$ cat config.mk
export PLATFORM = sky130hd
export DESIGN_NAME = fir_coef_regfile
export DESIGN_NICKNAME = d
export VERILOG_FILES = /design/src/rtl/fir_coef_regfile.sv
export SDC_FILE = /design/constraint.sdc
export NUM_CORES = 1
export LEC_CHECK = 0
export BUFFER_PORTS_ARGS = -buffer_cell sky130_fd_sc_hd__buf_4
export CORE_ASPECT_RATIO = 1.2
export CORE_MARGIN = 5
export CORE_UTILIZATION = 57
export CTS_BUF_LIST = sky130_fd_sc_hd__clkbuf_4 sky130_fd_sc_hd__clkbuf_8 sky130_fd_sc_hd__clkbuf_16
export DETAILED_ROUTE_END_ITERATION = 16
export PLACE_DENSITY = 0.79
export SETUP_SLACK_MARGIN = 0.1
export SLEW_MARGIN = 15
export SYNTH_ARGS = -nofsm -noshare
export SYNTH_HDL_FRONTEND = slang
export SYNTH_SLANG_ARGS = --single-unit
$ cat constraint.sdc
create_clock -name CLK -period 3.1 [get_ports CLK]
set_input_delay 0.62 -clock CLK [delete_from_list [all_inputs] [get_ports CLK]]
set_output_delay 0.62 -clock CLK [all_outputs]
set_load 0.03 [all_outputs]
$ cat src/rtl/fir_coef_regfile.sv
// fir_coef_regfile: decodes config byte writes into a shadow FIR coefficient set
// and commits it atomically to the active set at a sample boundary.
module fir_coef_regfile #(
  parameter int NTAPS = 8
) (
  input  logic                CLK,
  input  logic                RSTn,
  input  logic                WrEn,
  input  logic [2:0]          RegAddr,
  input  logic [7:0]          Din,
  input  logic                SampleEn,
  output logic [NTAPS*16-1:0] Coef,
  output logic [7:0]          NumTaps,
  output logic                Bypass,
  output logic                CommitPending,
  output logic                CfgErr
);
  localparam logic [7:0] NT = 8'(NTAPS);
  localparam int W = NTAPS * 16;
  typedef enum logic {IDLE, PENDING} state_t;
  state_t         state_q, state_d;
  logic [7:0]     ptr_q, ptr_d, hold_q, hold_d, sh_taps_q, sh_taps_d, taps_q, taps_d;
  logic           half_q, half_d, sh_byp_q, sh_byp_d, byp_q, byp_d, err_q, err_d;
  logic [W-1:0]   shadow_q, shadow_d, coef_q, coef_d;
  logic           wr_idx, wr_coef, wr_taps, wr_ctrl, wr_word, ptr_ok, taps_ok, set_err, copy;
  always_comb begin
    wr_idx    = WrEn && RegAddr == 3'd0;
    wr_coef   = WrEn && RegAddr == 3'd1;
    wr_taps   = WrEn && RegAddr == 3'd2;
    wr_ctrl   = WrEn && RegAddr == 3'd3;
    ptr_ok    = ptr_q < NT;
    taps_ok   = Din != 8'd0 && Din <= NT;
    wr_word   = wr_coef && half_q && ptr_ok;
    ptr_d     = wr_idx ? Din : wr_word ? (ptr_q == 8'hFF ? ptr_q : ptr_q + 8'd1) : ptr_q;
    half_d    = wr_idx ? 1'b0 : wr_coef ? ~half_q : half_q;
    hold_d    = (wr_coef && !half_q) ? Din : hold_q;
    sh_taps_d = wr_taps ? (taps_ok ? Din : NT) : sh_taps_q;
    sh_byp_d  = wr_ctrl ? Din[1] : sh_byp_q;
    set_err   = (wr_coef && half_q && !ptr_ok) || (wr_taps && !taps_ok) || (WrEn && RegAddr[2]);
    err_d     = (wr_ctrl && Din[7]) ? 1'b0 : (set_err ? 1'b1 : err_q);
    shadow_d  = shadow_q;
    for (int k = 0; k < NTAPS; k++)
      if (wr_word && ptr_q == 8'(k)) shadow_d[16*k +: 16] = {Din, hold_q};
    state_d   = (state_q == IDLE) ? ((wr_ctrl && Din[0]) ? PENDING : IDLE) : (SampleEn ? IDLE : PENDING);
    // copy takes the shadow as registered before this edge, so same-edge writes wait for the next commit
    copy      = state_q == PENDING && SampleEn;
    coef_d    = copy ? shadow_q : coef_q;
    taps_d    = copy ? sh_taps_q : taps_q;
    byp_d     = copy ? sh_byp_q : byp_q;
  end
  always_ff @(posedge CLK or negedge RSTn) begin
    if (!RSTn) begin
      state_q   <= IDLE;
      ptr_q     <= '0;
      hold_q    <= '0;
      half_q    <= 1'b0;
      shadow_q  <= '0;
      sh_taps_q <= NT;
      sh_byp_q  <= 1'b1;
      coef_q    <= '0;
      taps_q    <= NT;
      byp_q     <= 1'b1;
      err_q     <= 1'b0;
    end else begin
      state_q   <= state_d;
      ptr_q     <= ptr_d;
      hold_q    <= hold_d;
      half_q    <= half_d;
      shadow_q  <= shadow_d;
      sh_taps_q <= sh_taps_d;
      sh_byp_q  <= sh_byp_d;
      coef_q    <= coef_d;
      taps_q    <= taps_d;
      byp_q     <= byp_d;
      err_q     <= err_d;
    end
  end
  assign Coef          = coef_q;
  assign NumTaps       = taps_q;
  assign Bypass        = byp_q;
  assign CommitPending = state_q == PENDING;
  assign CfgErr        = err_q;
endmodule

**Word-level counts from Yosys, hierarchy flattened**

Cells that the tools add are included.

- ROM bits: 0
- Input bits: 15
- RAM bits: 0
- Bits in registers: 293
- Memories kept: 0
- Bits in latches: 0
- Word-level logic and storage cells: 79

- $mul: 0
- Magnitude comparators: 2
- Eq/ne operators: 12
- Shift-type cells: 0
- Muxes and demuxes: 11
- $add $sub $neg: 1
- Reduce and logical (&&, ||, !) cells: 34
- Div/mod/pow operators: 0
- Bitwise operators: 1

Operator list:

| kind | count |
|---|---|
| $eq 8x3->1 const B | 4 |
| $mux 8 | 4 |
| $logic_and 1x1->1 | 22 |
| $eq 8x2->1 const B | 2 |
| $add 8x1->8 const B | 1 |
| $eq 8x1->1 const B | 1 |
| $eq 8x8->1 const B | 1 |
| $le 8x4->1 const B | 1 |
| $logic_not 8->1 | 1 |
| $lt 8x4->1 const B | 1 |
| $reduce_bool 8->1 | 1 |
| $mux 1 | 7 |
| $eq 3x2->1 const B | 2 |
| $reduce_bool 2->1 | 3 |
| $eq 3x1->1 const B | 1 |
| $logic_not 1->1 | 3 |
| $logic_not 3->1 | 1 |
| $logic_or 1x1->1 | 2 |
| $ne 2x2->1 const B | 1 |
| $reduce_and 2->1 | 1 |
| $not 1->1 | 1 |

**Depth between registers and ports, before layout**

Gate-level depths: netlist of the first run.

- Depth in word-level cells: 8
- Depth in mapped cells: 7

**Worst setup path before layout of the first run**

OpenSTA, ideal clock, no wires.

- Kind: input to register
- Start: in RegAddr[2]
- End: reg shadow_q[117]
- Stages on the path: 7
- Data arrival time: 2.220 ns
- Path slack: 0.755 ns
- Cell sequence: nand2b_1 clkbuf_1 nor4_4 and3_2 buf_6 buf_6 mux2_2

- Cells in the longest elaborated chain, start to end: 5

Ends and longest elaborated chain:

| what | line | source |
|---|---|---|
| start, declared | 9 | `input logic [2:0] RegAddr,` |
| $eq 3x1->1 | 28 | `wr_coef = WrEn && RegAddr == 3'd1;` |
| $logic_and 1x1->1 | 28 |  |
| $logic_and 1x1->1 (2 in series) | 33 | `wr_word = wr_coef && half_q && ptr_ok;` |
| $logic_and 1x1->1 | 43 | `if (wr_word && ptr_q == 8'(k)) shadow_d[16*k +: 16] = {Din, hold_q};` |
| end signal, assigned | 69 | `shadow_q <= shadow_d;` |
| end, declared | 24 | `logic [W-1:0] shadow_q, shadow_d, coef_q, coef_d;` |

No other way between the ends.
A chain may end at the register's enable or synchronous reset.

**Worst setup path after layout of the first run**

- Start: reg ptr_q[3]
- End: reg shadow_q[125]

- Cells in the longest elaborated chain, start to end: 3
- Elaborated cells between the ends (all ways): 4
- Classes of those cells: order compare: 1; eq/ne: 1; reduce/logical: 2

Ends and longest elaborated chain:

| what | line | source |
|---|---|---|
| start, declared | 22 | `logic [7:0] ptr_q, ptr_d, hold_q, hold_d, sh_taps_q, sh_taps_d, taps_q, taps_d;` |
| start signal, assigned | 66 | `ptr_q <= ptr_d;` |
| $lt 8x4->1 | 31 | `ptr_ok = ptr_q < NT;` |
| $logic_and 1x1->1 | 33 |  |
| $logic_and 1x1->1 * | 43 |  |

Every way passes the cells marked *; elsewhere a longest branch is shown, timed or not.

==> flow_summary.yaml, run 1 <==
worst_setup_path:
  crit_slowest_cell: "or4_4"
  path_buf_inv: 0
  worst-setup-path-type: "reg2reg"
  reg2reg_depth: 4
  required_ns: 3.51
  crit_family: "simple AND/OR/NAND/NOR gates"
  path_max_fanout: 16
  rrSetupSlack_ns: 0.48
  path_cells: "or4_4, nor4_4, and3_2, mux2_2"
  start_kind: "flop"
  slowest_delay_ns: 0.59
  cp.arrival_ns: 3.03
  r2r_start: "ptr_q[3]$_DFFE_PN0P_"
  reg2reg_to: "shadow_q[125]$_DFFE_PN0P_"
  cp-end-kind: "flop"
sta:
  tns_ns: 0
  worst_pin_slew_ns: 0.684
  slew_viol_final: 0
  period_minus_slack_ns: 2.62
  rsz0062_at_grt: "false"
  relSlewSlack_pct: 54.4
  final-setup-viol-count: 0
  fmax_ghz: 0.381
  fin_worst_skew_ns: 0.0125
  hold_viol_final: 0
  worst_slack_ns: 0.476
  finalCritPeriodShare_pct: 84.7
cts:
  clk_pin_slew_worst_paths_ns: 0.06
  clockRootBuffer: "clkbuf_16"
  cts_made_buffers: 28
  clock_path_buffers: 3
  cts_tree: "built"
  cts_setup_buffers: 0
  clkSinkCount: 293
  cts_htree_levels: 1
  clk_latency_ns: 0.53
  hold_buffers: 0
  cts_resized: 0
pwr:
  p_leak_nw: 7.25
  p_int_w: 0.00634
  ir_drop_mv: 0.515
  comb_power_share_pct: 7.5
  switching_power_w: 0.00195
  power_switching_share_pct: 23.5
  power-per-cell-area_mw_per_mm2: 611
  clockPowerShare_pct: 41.7
  p_seq_share_pct: 50.9
floorplan:
  die_h_um: 163
  rows: 56
  ios: 154
  core_area_mm2: 0.0194
  fp.dieW_um: 138
  initial_utilization_pct: 57.5
  die_area_mm2: 0.0225
drt:
  vias: 6210
  wire_per_inst_um: 21.5
  drc: 0
  ant_nets: 0
  dr.pass1.iters: 4
  drtIter0Drc: 273
  vias_per_cell: 5.51
  wirelength_mm: 24.3
yosys:
  syn-num-nets: 708
  synthesis.area_mm2: 0.0112
  ys_async_sr_fraction_pct: 100
  synth_edf_count: 0
  synth_cells: 689
  ys_types: 42
  ys_seq_area_share_pct: 65.7
  synth_seq_cells: 293
  yosysWarnings: 0
  synth_flop_cell: "dfrtp_1"
  avgSynthCellArea_um2: 16.2
place:
  placed_area_mm2: 0.0126
  placed_cells: 1075
  dp_hpwl_mm: 15.9
  gp_congestion: 0.850
  io_buffers: 153
  post-place-ws_ns: 0.391
cells_and_area:
  area_delta_synth_final_pct: 21.6
  stdcell_count: 1127
  num-fill-cells: 1263
  fin_area_mm2: 0.0136
  layout_commonest_cell: "dfrtp_1"
  antenna_cells: 0
  drive_above_1_share_pct: 58.1
  mostFrequentLayoutCells: "dfrtp_1 (289), mux2_2 (271), buf_4 (159)"
  final_util_pct: 69.9
  layout.nets: 863
grt:
  grt_use_total_pct: 22.5
  grt_max_degree: 90
  grt_pass1_vias: 6762
  grt_first_pass_wirelength_mm: 38.8
  grt-ovfl-total: 0
  antenna_found_initial: 0
flow_run:
  maxCapViolCount: 0
worst_hold_path:
  min_path_type: "in2async"
outcome:
  status: "finished clean"
==> flip-flops by register name, indices dropped and copies added (netlist names) <==
signal	flops
CommitPending	1
CfgErr	1
half_q	1
Coef	128
ptr_q	8
shadow_q	128
sh_byp_q	1
hold_q	8
sh_taps_q	8
NumTaps	8
Bypass	1
==> worst max path at each step <==
stage                                endpoint                  from  slack [ns]  cells after the start
finish              shadow_q[125]$_DFFE_PN0P_  ptr_q[3]$_DFFE_PN0P_        0.48                      4
global route         shadow_q[80]$_DFFE_PN0P_  ptr_q[3]$_DFFE_PN0P_        0.39                      4
CTS                  shadow_q[95]$_DFFE_PN0P_  ptr_q[3]$_DFFE_PN0P_        0.48                      4
detailed placement   shadow_q[69]$_DFFE_PN0P_            RegAddr[2]        0.39                      5
global placement     shadow_q[70]$_DFFE_PN0P_            RegAddr[2]        0.52                      5
floorplan           shadow_q[117]$_DFFE_PN0P_            RegAddr[2]        0.76                      7
==> layer usage <==
metal	vias to the layer above	track usage [%]	part of all wire, %
met1	3240	31.1	42
li1	2758	-	-
met3	32	3.14	4.8
met2	180	37.6	52
met4	0	6.06	1.7
met5	-	0	0
==> cells in the mapped netlist, types with 2 or more instances <==
cell type  count  area share [%]
dfrtp_1      289              65
mux2_2       271              27
clkbuf_1      24            0.81
nand2_1       23            0.77
buf_6          7            0.71
inv_1          5            0.17
buf_1          4            0.13
buf_4          4            0.27
dfstp_2        4            0.94
ha_1           4            0.45
nor2_1         4            0.13
nor2b_1        4            0.22
o21ai_0        4            0.18
o22ai_1        4            0.22
a21oi_1        3            0.13
and3_2         3            0.20
nand3_1        3            0.13
nand3b_1       2            0.13
nand3b_2       2            0.20
nor4_1         2            0.11
or4_1          2            0.13
==> cells by family after synthesis <==
kind of cell               count (synthesis)  share of synthesized area, %
adders and majority gates                  4                         0.448
AOI/OAI and AO/OA                         18                          1.06
muxes                                    272                          27.4
buffers and inverters                     45                          2.13
and+or+nand+nor                           57                          3.19
DFF                                      293                          65.7
==> layout make-up <==
type	count	area, um^2	share of cell area (%)
Inverter	5	18.8	0.138
Tap cell	261	327	2.41
Clock inverter	9	73.8	0.544
Clock buffer	43	900	6.63
Timing Repair Buffer	165	1310	9.65
Multi-Input combinational cell	351	3600	26.6
Sequential cell	293	7340	54.1
==> power by group through the flow <==
stage | Sequential (W) | Clock [W] | Combinational [W]
global route | 0.00423 | 0.00371 | 0.000671
CTS | 0.00421 | 0.00353 | 0.000627
detailed placement | 0.00429 | 0 | 0.000623
floorplan | 0.00429 | 0 | 0.000245
global placement | 0.00427 | 0 | 0.000597
finish | 0.00422 | 0.00345 | 0.000620
==> stage by stage <==
stage | power [W] | hold slack [ns]
global route | 0.00862 | 0.142
finish | 0.00829 | 0.0892
CTS | 0.00837 | 0.120
detailed placement | 0.00491 | 0.475
floorplan | 0.00453 | 0.324
global placement | 0.00487 | 0.462
Note: power is estimated with default switching activity, not from simulation.
==> inputs of run 2 (changes only) <==
Clock period 3.1 ns to 2.68 ns, I/O delays scaled along.
==> flow_summary.yaml, run 2 (synthesis results as in run 1) <==
sta:
  final-setup-viol-count: 0
  rsz0062_at_grt: "false"
  whs_ns: 0.224
  relSlewSlack_pct: 42.7
  finalCritPeriodShare_pct: 89.2
  period_minus_slack_ns: 2.39
  hold_viol_final: 0
  fin_worst_skew_ns: 0.0143
  tns_ns: 0
  slew_viol_final: 0
  fmax_ghz: 0.418
  worst_pin_slew_ns: 0.853
floorplan:
  ios: 154
  core_area_mm2: 0.0194
  rows: 56
  die_h_um: 163
  fp.dieW_um: 138
  die_area_mm2: 0.0225
  initial_utilization_pct: 57.5
flow_run:
  maxCapViolCount: 0
worst_setup_path:
  path_cells: "or4_4, nor4_4, buf_4, nand3b_2, mux2_2"
  cp-end-kind: "flop"
  crit_slowest_cell: "or4_4"
  startpoint: "ptr_q[3]$_DFFE_PN0P_"
  cp.arrival_ns: 2.80
  start_kind: "flop"
  r2r_start: "ptr_q[3]$_DFFE_PN0P_"
  required_ns: 3.09
  slowest_delay_ns: 0.57
  worst-setup-path-type: "reg2reg"
  crit_end: "shadow_q[40]$_DFFE_PN0P_"
  reg2reg_depth: 5
  path_max_fanout: 16
  rrSetupSlack_ns: 0.29
  reg2reg_to: "shadow_q[40]$_DFFE_PN0P_"
grt:
  grt_use_met3_pct: 3.11
  grt_pass1_vias: 6733
  grt_use_met1_pct: 29.5
  antenna_found_initial: 1
  top_usage_layer: "met2"
  grt-ovfl-total: 0
  grt_first_pass_wirelength_mm: 38.3
  grt_use_total_pct: 22.2
  grtUsageMet2_pct: 38.5
  grt_max_degree: 90
cts:
  cts_tree: "built"
  clk_pin_slew_worst_paths_ns: 0.07
  clkSinkCount: 293
  cts_made_buffers: 27
  clk_latency_ns: 0.53
  clock_path_buffers: 3
  clockRootBuffer: "clkbuf_16"
  cts_htree_levels: 1
cells_and_area:
  final_util_pct: 69.6
  area_delta_synth_final_pct: 21.1
  drive_above_1_share_pct: 57.7
  mostFrequentLayoutCells: "dfrtp_1 (289), mux2_2 (271), buf_4 (156)"
  layout_commonest_cell: "dfrtp_1"
  antenna_cells: 0
  stdcell_count: 1121
  layout.nets: 861
drt:
  dr.pass1.iters: 5
  drtIter0Drc: 276
  ant_nets: 0
  wire_per_inst_um: 21.9
  drc: 0
  wirelength_mm: 24.5
  vias_per_cell: 5.54
  vias: 6206
worst_hold_path:
  min_path_type: "in2reg"
pwr:
  ir_drop_mv: 0.517
  p_leak_nw: 7.21
  power-per-cell-area_mw_per_mm2: 701
place:
  gp_congestion: 0.825
  dp_hpwl_mm: 15.9
  io_buffers: 153
  placed_cells: 1073
outcome:
  status: "finished clean"
==> run 2: cell types whose count changed in the layout (fill, tap and decap cells not counted), moves of 2 or more <==
cell,delta
clkinv_2,-2
clkbuf_8,-2
clkbuf_16,-2
buf_4,-3
==> run 2: worst min path at each step <==
stage | startpoint | end | slack (ns) | cells past startpoint
after detailed placement | ptr_q[6]$_DFFE_PN0P_ | ptr_q[6]$_DFFE_PN0P_ | 0.47 | 2
after global placement | ptr_q[5]$_DFFE_PN0P_ | ptr_q[5]$_DFFE_PN0P_ | 0.46 | 2
final | SampleEn | CommitPending$_DFF_PN0_ | 0.22 | 2
after global routing | SampleEn | CommitPending$_DFF_PN0_ | 0.23 | 2
after CTS | SampleEn | CommitPending$_DFF_PN0_ | 0.21 | 2
after floorplan | RSTn | CfgErr$_DFFE_PN0P_ | 0.24 | 0
==> run 2: worst max-delay path, delay by kind of cell (launching register included) <==
kind / cells / cell delay (ns)
flops: 1 / 0.40
simple gates: 3 / 1.22
mux: 1 / 0.41
buf+inv: 1 / 0.22
==> run 2: power breakdown <==
| part | switching [W] | leakage, nW | total [W] | internal [W] |
|---|---|---|---|---|
| registers | 0.000243 | 4.03 | 0.00488 | 0.00463 |
| logic | 0.000418 | 2.72 | 0.000713 | 0.000295 |
| clock network | 0.00159 | 0.459 | 0.00389 | 0.00230 |
==> run 2: what timing repair did <==
| action | CTS | global route |
|---|---|---|
| resized for setup | 0 | 0 |
| hold buffers | 1 | 0 |
| hold endpoints to repair | 52 | 0 |
| buffers inserted | 0 | 0 |
==> run 2: per-layer routing <==
metal	routed length [um]	part of all wire [%]
met4	598	2.4
met1	9930	41
met2	12700	52
met3	1250	5.1
met5	13	0.053
==> run 2: cell type report <==
class,count,area [um^2]
Clock buffer,38,815
Multi-Input combinational cell,351,3600
Clock inverter,9,101
Sequential cell,293,7340
Timing Repair Buffer,164,1320
Inverter,5,18.8
Tap cell,261,327
Fill cell,1319,5890
==> run 2: through the flow <==
stage	total power, W	worst slack [ns]	instance area, um^2
after floorplan	0.00524	0.363	11200
after detailed placement	0.00568	0.292	12600
after CTS	0.00955	0.305	13500
final	0.00948	0.290	13500
after global routing	0.00979	0.184	13500
after global placement	0.00564	0.367	12600
